## src/rtl/id_ex_stage_pkg.sv

```systemverilog
// ---------------------------------------------------------------------------
// id_ex_stage_pkg
//   Shared constants and types for the ID/EX pipeline register and its
//   load-use hazard detector.
//
//   Contents:
//     XLEN_DEFAULT   default datapath width
//     CTRL_W_DEFAULT default width of the opaque EX/MEM/WB control bundle
//     CNT_W_DEFAULT  default width of the load-use stall counter
//     REG_W          register index width
//     X0             hard-wired zero register index
//     OPC_*          major opcodes; OPC_LOAD is the one that drives
//                    id_mem_read in the decoder
//     is_load_opcode helper used by the decoder to produce id_mem_read
// ---------------------------------------------------------------------------
package id_ex_stage_pkg;

    localparam int XLEN_DEFAULT   = 32;
    localparam int CTRL_W_DEFAULT = 12;
    localparam int CNT_W_DEFAULT  = 16;
    localparam int REG_W          = 5;

    typedef logic [REG_W-1:0] reg_idx_t;

    localparam reg_idx_t X0 = '0;

    localparam logic [6:0] OPC_LOAD   = 7'b0000011;
    localparam logic [6:0] OPC_STORE  = 7'b0100011;
    localparam logic [6:0] OPC_OP     = 7'b0110011;
    localparam logic [6:0] OPC_OP_IMM = 7'b0010011;
    localparam logic [6:0] OPC_BRANCH = 7'b1100011;
    localparam logic [6:0] OPC_JAL    = 7'b1101111;
    localparam logic [6:0] OPC_JALR   = 7'b1100111;

    // Only the LOAD major opcode reads memory into a register, so it is the
    // only opcode that can create a load-use hazard.
    function automatic logic is_load_opcode(input logic [6:0] opcode);
        return (opcode == OPC_LOAD);
    endfunction

endpackage

```

## src/rtl/id_ex_stage_load_use_detect.sv

```systemverilog
// ---------------------------------------------------------------------------
// load_use_detect
//   Purely combinational load-use hazard detector. Flags the case where the
//   instruction in EX is a load whose destination is a source of the
//   instruction currently in ID. Register x0 never creates a hazard.
//
//   Ports:
//     ex_valid     in  EX slot holds a real instruction
//     ex_mem_read  in  EX instruction is a load
//     ex_rd        in  EX destination index
//     id_valid     in  ID slot holds a real instruction
//     id_rs1       in  ID source index 1
//     id_rs2       in  ID source index 2
//     haz          out hazard present; insert one bubble
// ---------------------------------------------------------------------------
module load_use_detect
    import id_ex_stage_pkg::*;
(
    input  logic     ex_valid,
    input  logic     ex_mem_read,
    input  reg_idx_t ex_rd,
    input  logic     id_valid,
    input  reg_idx_t id_rs1,
    input  reg_idx_t id_rs2,
    output logic     haz
);

    logic ex_is_load;
    logic src_match;

    assign ex_is_load = ex_valid & ex_mem_read & (ex_rd != X0);
    assign src_match  = (ex_rd == id_rs1) | (ex_rd == id_rs2);
    assign haz        = ex_is_load & id_valid & src_match;

endmodule

```

## src/rtl/id_ex_stage.sv

```systemverilog
// ---------------------------------------------------------------------------
// id_ex_stage
//   ID/EX pipeline register sitting directly after the register file.
//   Captures decode outputs and register read data, inserts a single bubble
//   on a load-use hazard, honours branch flush (highest priority) and execute
//   back-pressure, and counts inserted bubbles with a saturating counter.
//
//   Optional feature macro: ID_EX_WB_BYPASS_EN
//     defined   : a writeback happening in the same cycle as the capture is
//                 forwarded into ex_dataA/ex_dataB (x0 is never forwarded).
//     undefined : operands come straight from id_dataA/id_dataB and the wb_*
//                 ports are ignored; the integration must make the register
//                 file write-before-read (negedge write) or add a stall.
//
//   Ports:
//     clk, reset                 clock (rising edge), async active-low reset
//     id_valid, id_pc            decode slot valid and PC
//     id_rs1, id_rs2, id_rd      source/destination indices
//     id_dataA, id_dataB         register file read data for rs1/rs2
//     id_imm, id_ctrl            immediate and control bundle
//     id_mem_read, id_reg_write  load flag and register-write flag
//     wb_write_enable/reg/data   writeback port (bypass source)
//     ex_flush                   kill the ID slot (taken branch in EX)
//     ex_stall                   execute cannot accept this cycle
//     ex_*                       registered EX-slot outputs
//     stall_if_id                combinational freeze for PC and IF/ID
//     stall_count                saturating count of load-use bubbles
// ---------------------------------------------------------------------------
module id_ex_stage
    import id_ex_stage_pkg::*;
#(
    parameter int XLEN   = XLEN_DEFAULT,
    parameter int CTRL_W = CTRL_W_DEFAULT,
    parameter int CNT_W  = CNT_W_DEFAULT
) (
    input  logic              clk,
    input  logic              reset,

    input  logic              id_valid,
    input  logic [XLEN-1:0]   id_pc,
    input  reg_idx_t          id_rs1,
    input  reg_idx_t          id_rs2,
    input  reg_idx_t          id_rd,
    input  logic [XLEN-1:0]   id_dataA,
    input  logic [XLEN-1:0]   id_dataB,
    input  logic [XLEN-1:0]   id_imm,
    input  logic [CTRL_W-1:0] id_ctrl,
    input  logic              id_mem_read,
    input  logic              id_reg_write,

    input  logic              wb_write_enable,
    input  reg_idx_t          wb_write_reg,
    input  logic [XLEN-1:0]   wb_write_data,

    input  logic              ex_flush,
    input  logic              ex_stall,

    output logic              ex_valid,
    output logic [XLEN-1:0]   ex_pc,
    output logic [XLEN-1:0]   ex_imm,
    output reg_idx_t          ex_rs1,
    output reg_idx_t          ex_rs2,
    output reg_idx_t          ex_rd,
    output logic [XLEN-1:0]   ex_dataA,
    output logic [XLEN-1:0]   ex_dataB,
    output logic [CTRL_W-1:0] ex_ctrl,
    output logic              ex_mem_read,
    output logic              ex_reg_write,

    output logic              stall_if_id,
    output logic [CNT_W-1:0]  stall_count
);

    // Counter holds at all-ones instead of wrapping so a long run of hazards
    // never reads back as a small number.
    function automatic logic [CNT_W-1:0] sat_inc(input logic [CNT_W-1:0] v);
        return (&v) ? v : v + 1'b1;
    endfunction

    logic            haz;
    logic [XLEN-1:0] operand_a;
    logic [XLEN-1:0] operand_b;

    // ---- ID stage: hazard detection and operand selection (combinational)
    load_use_detect u_load_use_detect (
        .ex_valid    (ex_valid),
        .ex_mem_read (ex_mem_read),
        .ex_rd       (ex_rd),
        .id_valid    (id_valid),
        .id_rs1      (id_rs1),
        .id_rs2      (id_rs2),
        .haz         (haz)
    );

    // A flush discards whatever ID holds, so freezing the front end would
    // only delay the redirected fetch.
    assign stall_if_id = (haz | ex_stall) & ~ex_flush;

`ifdef ID_EX_WB_BYPASS_EN
    logic bypass_a;
    logic bypass_b;

    // The register file has not yet absorbed this cycle's writeback, so its
    // read data is stale for a matching source; take the writeback value.
    assign bypass_a  = wb_write_enable & (wb_write_reg != X0) & (wb_write_reg == id_rs1);
    assign bypass_b  = wb_write_enable & (wb_write_reg != X0) & (wb_write_reg == id_rs2);
    assign operand_a = bypass_a ? wb_write_data : id_dataA;
    assign operand_b = bypass_b ? wb_write_data : id_dataB;
`else
    logic unused_wb;

    assign operand_a = id_dataA;
    assign operand_b = id_dataB;
    assign unused_wb = ^{wb_write_enable, wb_write_reg, wb_write_data};
`endif

    // ---- ID/EX boundary register
    always_ff @(posedge clk or negedge reset) begin
        if (!reset) begin
            ex_valid     <= 1'b0;
            ex_pc        <= '0;
            ex_imm       <= '0;
            ex_rs1       <= X0;
            ex_rs2       <= X0;
            ex_rd        <= X0;
            ex_dataA     <= '0;
            ex_dataB     <= '0;
            ex_ctrl      <= '0;
            ex_mem_read  <= 1'b0;
            ex_reg_write <= 1'b0;
            stall_count  <= '0;
        end else if (ex_flush) begin
            // Only the side-effecting bits need clearing; data fields hold.
            ex_valid     <= 1'b0;
            ex_mem_read  <= 1'b0;
            ex_reg_write <= 1'b0;
        end else if (ex_stall) begin
            // Execute is busy: hold the whole slot, including a pending hazard.
        end else if (haz) begin
            ex_valid     <= 1'b0;
            ex_mem_read  <= 1'b0;
            ex_reg_write <= 1'b0;
            stall_count  <= sat_inc(stall_count);
        end else begin
            ex_valid     <= id_valid;
            ex_pc        <= id_pc;
            ex_imm       <= id_imm;
            ex_rs1       <= id_rs1;
            ex_rs2       <= id_rs2;
            ex_rd        <= id_rd;
            ex_dataA     <= operand_a;
            ex_dataB     <= operand_b;
            ex_ctrl      <= id_ctrl;
            ex_mem_read  <= id_mem_read & id_valid;
            ex_reg_write <= id_reg_write & id_valid;
        end
    end

endmodule

```

## config.mk

```make
export PLATFORM = sky130hd
export DESIGN_NAME = id_ex_stage
export DESIGN_NICKNAME = d
export VERILOG_FILES = /design/src/rtl/id_ex_stage_pkg.sv /design/src/rtl/id_ex_stage_load_use_detect.sv /design/src/rtl/id_ex_stage.sv
export SDC_FILE = /design/constraint.sdc
export NUM_CORES = 1
export LEC_CHECK = 0
export CAP_MARGIN = 20
export CELL_PAD_IN_SITES_DETAIL_PLACEMENT = 1
export CELL_PAD_IN_SITES_GLOBAL_PLACEMENT = 2
export CORE_MARGIN = 2
export CORE_UTILIZATION = 26
export CTS_CLUSTER_DIAMETER = 40
export CTS_CLUSTER_SIZE = 24
export DETAILED_ROUTE_END_ITERATION = 6
export GPL_ROUTABILITY_DRIVEN = 0
export GPL_TIMING_DRIVEN = 1
export PLACE_DENSITY_LB_ADDON = 0.15
export SLEW_MARGIN = 10
export SYNTH_ARGS = -nofsm -noshare
export SYNTH_HDL_FRONTEND = slang
export SYNTH_SLANG_ARGS = --single-unit
```

## constraint.sdc

```tcl
create_clock -name clk -period 2.4 [get_ports clk]
set_clock_uncertainty 0.05 [all_clocks]
set_input_delay 0.24 -clock clk [delete_from_list [all_inputs] [get_ports clk]]
set_output_delay 0.24 -clock clk [all_outputs]
set_load 0.02 [all_outputs]
```

==> results of run 1 <==
[kinds of logic after synthesis]
group                    count (synthesis)
AO/OA/AOI/OAI                            7
XOR/XNOR                                25
adder cells (fa/ha/maj)                  1
buffers and inverters                   21
flip-flops                             174
multiplexers                           156
AND/OR/NAND/NOR                         47
[layer usage]
| metal | vias to the layer above | routed length [microns] | GRT usage | share of wire |
|---|---|---|---|---|
| li1 | 2217 | - | - | - |
| met1 | 2502 | 9390 | 0.185 | 0.42 |
| met2 | 197 | 11200 | 0.249 | 0.50 |
| met3 | 14 | 1630 | 0.0440 | 0.073 |
| met4 | 2 | 182 | 0.0323 | 0.0081 |
| met5 | - | 13 | 0 | 0.00058 |
[flip-flops by register name, summed over array words and instances (netlist names)]
register      flops
ex_dataB         32
ex_reg_write      1
ex_mem_read       1
ex_pc            32
ex_rd             5
stall_count      16
ex_rs2            5
ex_valid          1
ex_ctrl          12
ex_rs1            5
ex_dataA         32
ex_imm           32
[cell type report]
type	count	area (sq um)
well taps	384	480
inverters	3	11.3
multi-input cells	236	2900
fillers	2907	16800
repair buffers	357	3630
flip-flops and latches	174	4350
clock inverters	15	191
clock buffers	17	425
[synthesized netlist by cell type, drive strengths merged]
library cell  count  area share
nand4             3      0.0025
dfrtp           174        0.57
a22oi             1     0.00099
o31a              1      0.0012
nor3              6      0.0059
a32oi             2      0.0023
and4              1      0.0012
mux2            156        0.31
buf              18       0.046
and3              3      0.0025
nor2             12      0.0059
a21oi             2      0.0018
nor4              2      0.0025
xnor2            14       0.016
xor2             11       0.013
nand3             7      0.0059
and2              1     0.00082
o22ai             1      0.0026
inv               3      0.0015
nand2            11      0.0074
ha                1      0.0016
nor2b             1     0.00082
[final timing paths]
kind | from | end | cells after the start
hold / removal | reset | ex_dataB[24]$_DFFE_PN0P_ | 2
setup / recovery | ex_rd[2]$_DFFE_PN0P_ | stall_if_id | 6
hold reg to reg | stall_count[15]$_DFFE_PN0P_ | stall_count[15]$_DFFE_PN0P_ | 1
setup reg to reg | ex_rd[2]$_DFFE_PN0P_ | ex_pc[7]$_DFFE_PN0P_ | 7
max in group asynchronous | reset | ex_rs2[0]$_DFFE_PN0P_ | 3
min in group clk | id_dataB[24] | ex_dataB[24]$_DFFE_PN0P_ | 2
[through the flow]
step	utilization	instances	worst slack, ns	TNS [ns]
2_1_floorplan	-	431	0.371	0
4_1_cts	0.416	1186	0.0247	0
3_3_place_gp	0.395	1153	-0.0617	-0.0617
6_report	0.417	1186	0.108	0
3_5_place_dp	0.395	1153	-0.0415	-0.0898
5_1_grt	0.417	1186	0.00545	0
[power groups by stage]
| stage | combinational [W] | sequential [W] | clock, W |
|---|---|---|---|
| CTS | 0.00257 | 0.00357 | 0.00300 |
| global route | 0.00265 | 0.00362 | 0.00311 |
| detailed placement | 0.00255 | 0.00362 | 0 |
| finish | 0.00253 | 0.00357 | 0.00285 |
| global placement | 0.00254 | 0.00360 | 0 |
| floorplan | 0.000772 | 0.00408 | 0 |
[repair_timing]
item                       in CTS  in global routing
hold buffers                    1                  0
pin swaps                       0                  0
setup endpoints to repair       1                  1
hold endpoints to repair       58                  0
gates resized for setup         3                  1
[worst reg2reg max path: stages (launching register included)]
cell and delay [ns]:
dfrtp_1 0.48, xnor2_2 0.21, nand3_1 0.14, o22ai_4 0.26
nand2_4 0.10, nand2_8 0.18, buf_12 0.27, mux2_4 0.35
==> run metrics, run 1 <==
# Max-Cap Violations=0; Final min period=2.29 ns; adder-cell share of the synthesized area=0.00165; Fmax=approximately 0.44 GHz; vias post-DR=between 4000 and 5000; ANT nets after route=0; post-route cell area=12000 sq um; fin crit share=0.955; worst endpoint required time=roughly 2.1 ns; Worst setup EP type=output port; post-synthesis sequential area ratio=0.573; xor/xnor share of the synthesized area=0.0288; critical path's top delay family=flip-flops; status=finished clean; # diodes=0; GR Overflow Total=0; CTS tree=done; count of input and output buffers=336; Crit Path Max Fanout=5; initial antenna violation count=1; leading cell type in the layout, fill and taps excluded=clkdlybuf4s50_1; Crit-path slowest cell=dfrtp_1; Netlist cell types=31; ratio of cells with drive above 1 in the final layout=0.274; Avg Cell Area, Syn=approximately 18 sq um; clock network power share=0.319; WL final=22.5 mm; die height=roughly 170 microns; post-synthesis instance area=~7600 sq um; Hold Slack=0.352 ns; postcts setup bufs=0; RSZ-0062 raised after global routing=false; Rows=62; power share of the combinational group=0.283; PD cells=around 750 nW/um^2; Reg clk slew, reported paths=about 0.08 ns; post-layout net count=990; crit-path cells=xnor2_2, nand3_1, o22ai_4, a21oi_1, nor2_1, clkdlybuf4s15_2; CTS root buf=clkbuf_16; drc violations=0; relative slew slack=0.553; H-tree depth=4; Gate Count Post-Synth=431; largest family of logic cells by synthesized area=multiplexers; GRT Total Usage=0.147; Final Hold Viols=0; P&R area growth vs syn=57.8%; chip width=175 microns; Clock Sink Count=174; Bufs on Longest Clock Path=2; switching share of power=0.295; Max rail drop VDD=416 uV; Setup crit start kind=flop; most frequent cells in the layout=clkdlybuf4s50_1, dfrtp_1, mux2_4; I/O pins=between 300 and 400; first-pass GRT wire length=34.4 mm; Initial Util=0.264; HPWL Detailed=17.3 mm; drt first-iter violations=133; Final Max Slew Viols=0; full die area=roughly 30000 sq um; CP max stage delay=approximately 0.48 ns; switching pwr=around 0.0026 W; Worst-Skew Late Latency=0.42 ns; WL per Instance=18.9 microns; Internal Power=0.00631 W; YS warnings=0; synthesized net count=between 600 and 700; cell leakage power=5.44 nW; critical path class=reg2out; crit path DAT=about 2 ns; WP buf/inv=1; #FFs+latches synth=174; largest net degree at the start of global routing=65; post-synthesis compound-gate area fraction=0.00889; cts bufs inserted=17; Placed Area=11400 sq um; mux share of post-synthesis cell area=0.305; Slew @ Worst Pin=between 0.6 and 0.7 ns; Post-Synth Simple-Gate Area=0.0354; min-delay worst type=in2async; Vias/cell=4.16; Final Power=about 0.009 W; final count of negative-setup-slack endpoints=0; R2R setup slack=0.26 ns; CORE AREA=28800 sq um; vias in the first global route=approximately 5500; drt pass-1 iters=4; Seq pwr share=0.399
Power figures use the tool's default switching activity.
==> run 2, diff against run 1 <==
--- a/config.mk
+++ b/config.mk
@@ -16,6 +16,7 @@
 export GPL_ROUTABILITY_DRIVEN = 0
 export GPL_TIMING_DRIVEN = 1
 export PLACE_DENSITY_LB_ADDON = 0.15
+export REMOVE_ABC_BUFFERS = 1
 export SLEW_MARGIN = 10
 export SYNTH_ARGS = -nofsm -noshare
 export SYNTH_HDL_FRONTEND = slang
==> constraint.sdc (replaced) <==
create_clock -name clk -period 2.4 [get_ports clk]
set_clock_uncertainty 0.05 [all_clocks]
set_input_delay 0.24 -clock clk [delete_from_list [all_inputs] [get_ports clk]]
set_output_delay 0.24 -clock clk [all_outputs]
set_load 0.1 [all_outputs]
==> run 2 against run 1 <==
  * Combinational power is 90% higher
  * Via count is 0.79% lower
  * Flip-flop and latch count stayed put
  * Sequential power hardly changed
  * Non-clock buffer count is 2 lower
  * First-iteration DRC count is 17% higher
  * Total power is 25% higher
  * Global-route usage is 0.29 points lower
  * Die area stayed put
  * Utilization is 1.6 points lower
  * Critical endpoint unchanged
  * Cell count is 0.17% lower
==> run metrics, run 2 (same netlist as run 1, synthesis figures left out) <==
worst endpoint required time=2.11 ns; relative slew slack=0.581; full die area=30600 sq um; reg2reg end=ex_imm[28]$_DFFE_PN0P_; Slew @ Worst Pin=0.629 ns; RSZ-0062 raised after global routing=false; Worst-Skew Late Latency=0.43 ns; leading cell type in the layout, fill and taps excluded=buf_4; chip width=175 microns; Reg2Reg Depth=8; Reg clk slew, reported paths=0.08 ns; Setup crit start=ex_rd[0]$_DFFE_PN0P_; power share of the combinational group=0.429; vias post-DR=4893; Final Power=0.0112 W; count of input and output buffers=roughly 340; Rows=slightly above 60; Crit-path slowest cell=dfrtp_2; Internal Power=0.00613 W; min-delay worst type=in2async; Seq pwr share=0.321; PD cells=972 nW/um^2; Final Hold Viols=0; Bufs on Longest Clock Path=2; CTS root buf=clkbuf_16; largest net degree at the start of global routing=63; GRT Total Usage=0.144; # diodes=0; critical path class=reg2out; drt pass-1 iters=4; WL per Instance=18.5 microns; utilization after layout=0.400; Initial Util=0.264; CP max stage delay=0.45 ns; GR Overflow Total=0; final count of negative-setup-slack endpoints=0; H-tree depth=4; switching share of power=0.453; most frequent cells in the layout=buf_4, dfrtp_1, clkdlybuf4s50_1; WL final=21.9 mm; vias in the first global route=5625; Max rail drop VDD=467 uV; Final min period=2.23 ns; Final Max Slew Viols=0; Fmax=0.448 GHz; HPWL Detailed=16.4 mm; crit path DAT=1.94 ns; layout filler cell count=approximately 3000; status=finished clean; initial antenna violation count=2; cts bufs inserted=17; crit-path cells=xnor2_1, nand3_1, o22ai_4, buf_4, a21oi_1, nor2_2, buf_12; RR Startpoint=ex_rd[0]$_DFFE_PN0P_; end point of the critical path=stall_if_id; slack of the critical path=0.168 ns; Crit Path Max Fanout=5; Hold Slack=0.312 ns; CORE AREA=28800 sq um; Worst setup EP type=output port; # Max-Cap Violations=0; I/O pins=about 380; ANT nets after route=0; cell leakage power=~5.6 nW; Setup WS pre-CTS=-0.00834 ns; drt first-iter violations=roughly 160; TNS Setup=0 ns; clock network power share=0.250; die height=175 microns; Vias/cell=slightly above 4; Setup crit start kind=flop; Clock Sink Count=between 150 and 200; first-pass GRT wire length=33.5 mm; drc violations=0; P&R area growth vs syn=51.7%; post-layout net count=988; R2R setup slack=between 0.2 and 0.3 ns; ratio of cells with drive above 1 in the final layout=0.493; CTS tree=done; switching pwr=0.00507 W; fin crit share=0.930
-- run 2: changes by cell type in the layout (fill, tap and decap cells not counted), sizes merged, moves of 2 or more --
cell and delta:
clkdlybuf4s50 -174, buf +173, clkbuf +2, clkinv -2, clkinvlp +2, inv -2
-- run 2: final cells by class --
cell class	instances	area, sq um	share of cell area
flip-flops and latches	174	4360	0.378
repair buffers	355	3180	0.276
multi-input cells	236	2910	0.252
well taps	384	480	0.0417
clock buffers	19	433	0.0376
clock inverters	13	153	0.0132
inverters	3	11.3	0.000977
-- run 2: metrics by stage --
stage	area, sq um	cells
detailed placement	10900	1150
global placement	10900	1150
CTS	11500	1183
global route	11500	1184
finish	11500	1184
floorplan	7250	413
-- run 2: critical path: cells and delay by family, from the launching register on --
family	cells	cell delay (ns)
flops	1	0.45
simple gates	2	0.27
buf+inv	2	0.34
xor+xnor	1	0.19
compound gates	2	0.25
-- run 2: worst min path at each step --
stage,slack (ns),startpoint,endpoint,depth (start not counted)
detailed placement,0.23,reset,ex_pc[9]$_DFFE_PN0P_,1
CTS,0.31,reset,ex_pc[9]$_DFFE_PN0P_,2
global placement,0.22,reset,ex_imm[23]$_DFFE_PN0P_,1
global route,0.34,id_pc[0],ex_pc[0]$_DFFE_PN0P_,2
floorplan,-0.11,reset,ex_ctrl[0]$_DFFE_PN0P_,0
finish,0.31,reset,ex_pc[9]$_DFFE_PN0P_,2
-- run 2: metal layers --
metal | wire length (microns) | global-route usage
met5 | 26 | 0
met4 | 339 | 0.0458
met3 | 2080 | 0.0646
met2 | 10700 | 0.239
met1 | 8690 | 0.166
-- run 2: power by group through the flow --
stage | Clock, W | Sequential (W) | Combinational (W)
after CTS | 0.00293 | 0.00360 | 0.00484
after floorplan | 0 | 0.00646 | 0.000768
after global routing | 0.00303 | 0.00365 | 0.00493
final | 0.00280 | 0.00359 | 0.00480
after detailed placement | 0 | 0.00363 | 0.00484
after global placement | 0 | 0.00362 | 0.00481
-- run 2: timing repair --
action                                  CTS  global route
gates cloned                              0             0
pin swaps                                 0             3
endpoints found under the setup margin    1             1
hold endpoints to repair                 59             0
gates resized for setup                   1             4
hold buffers                              1             0
setup buffers                             0             1
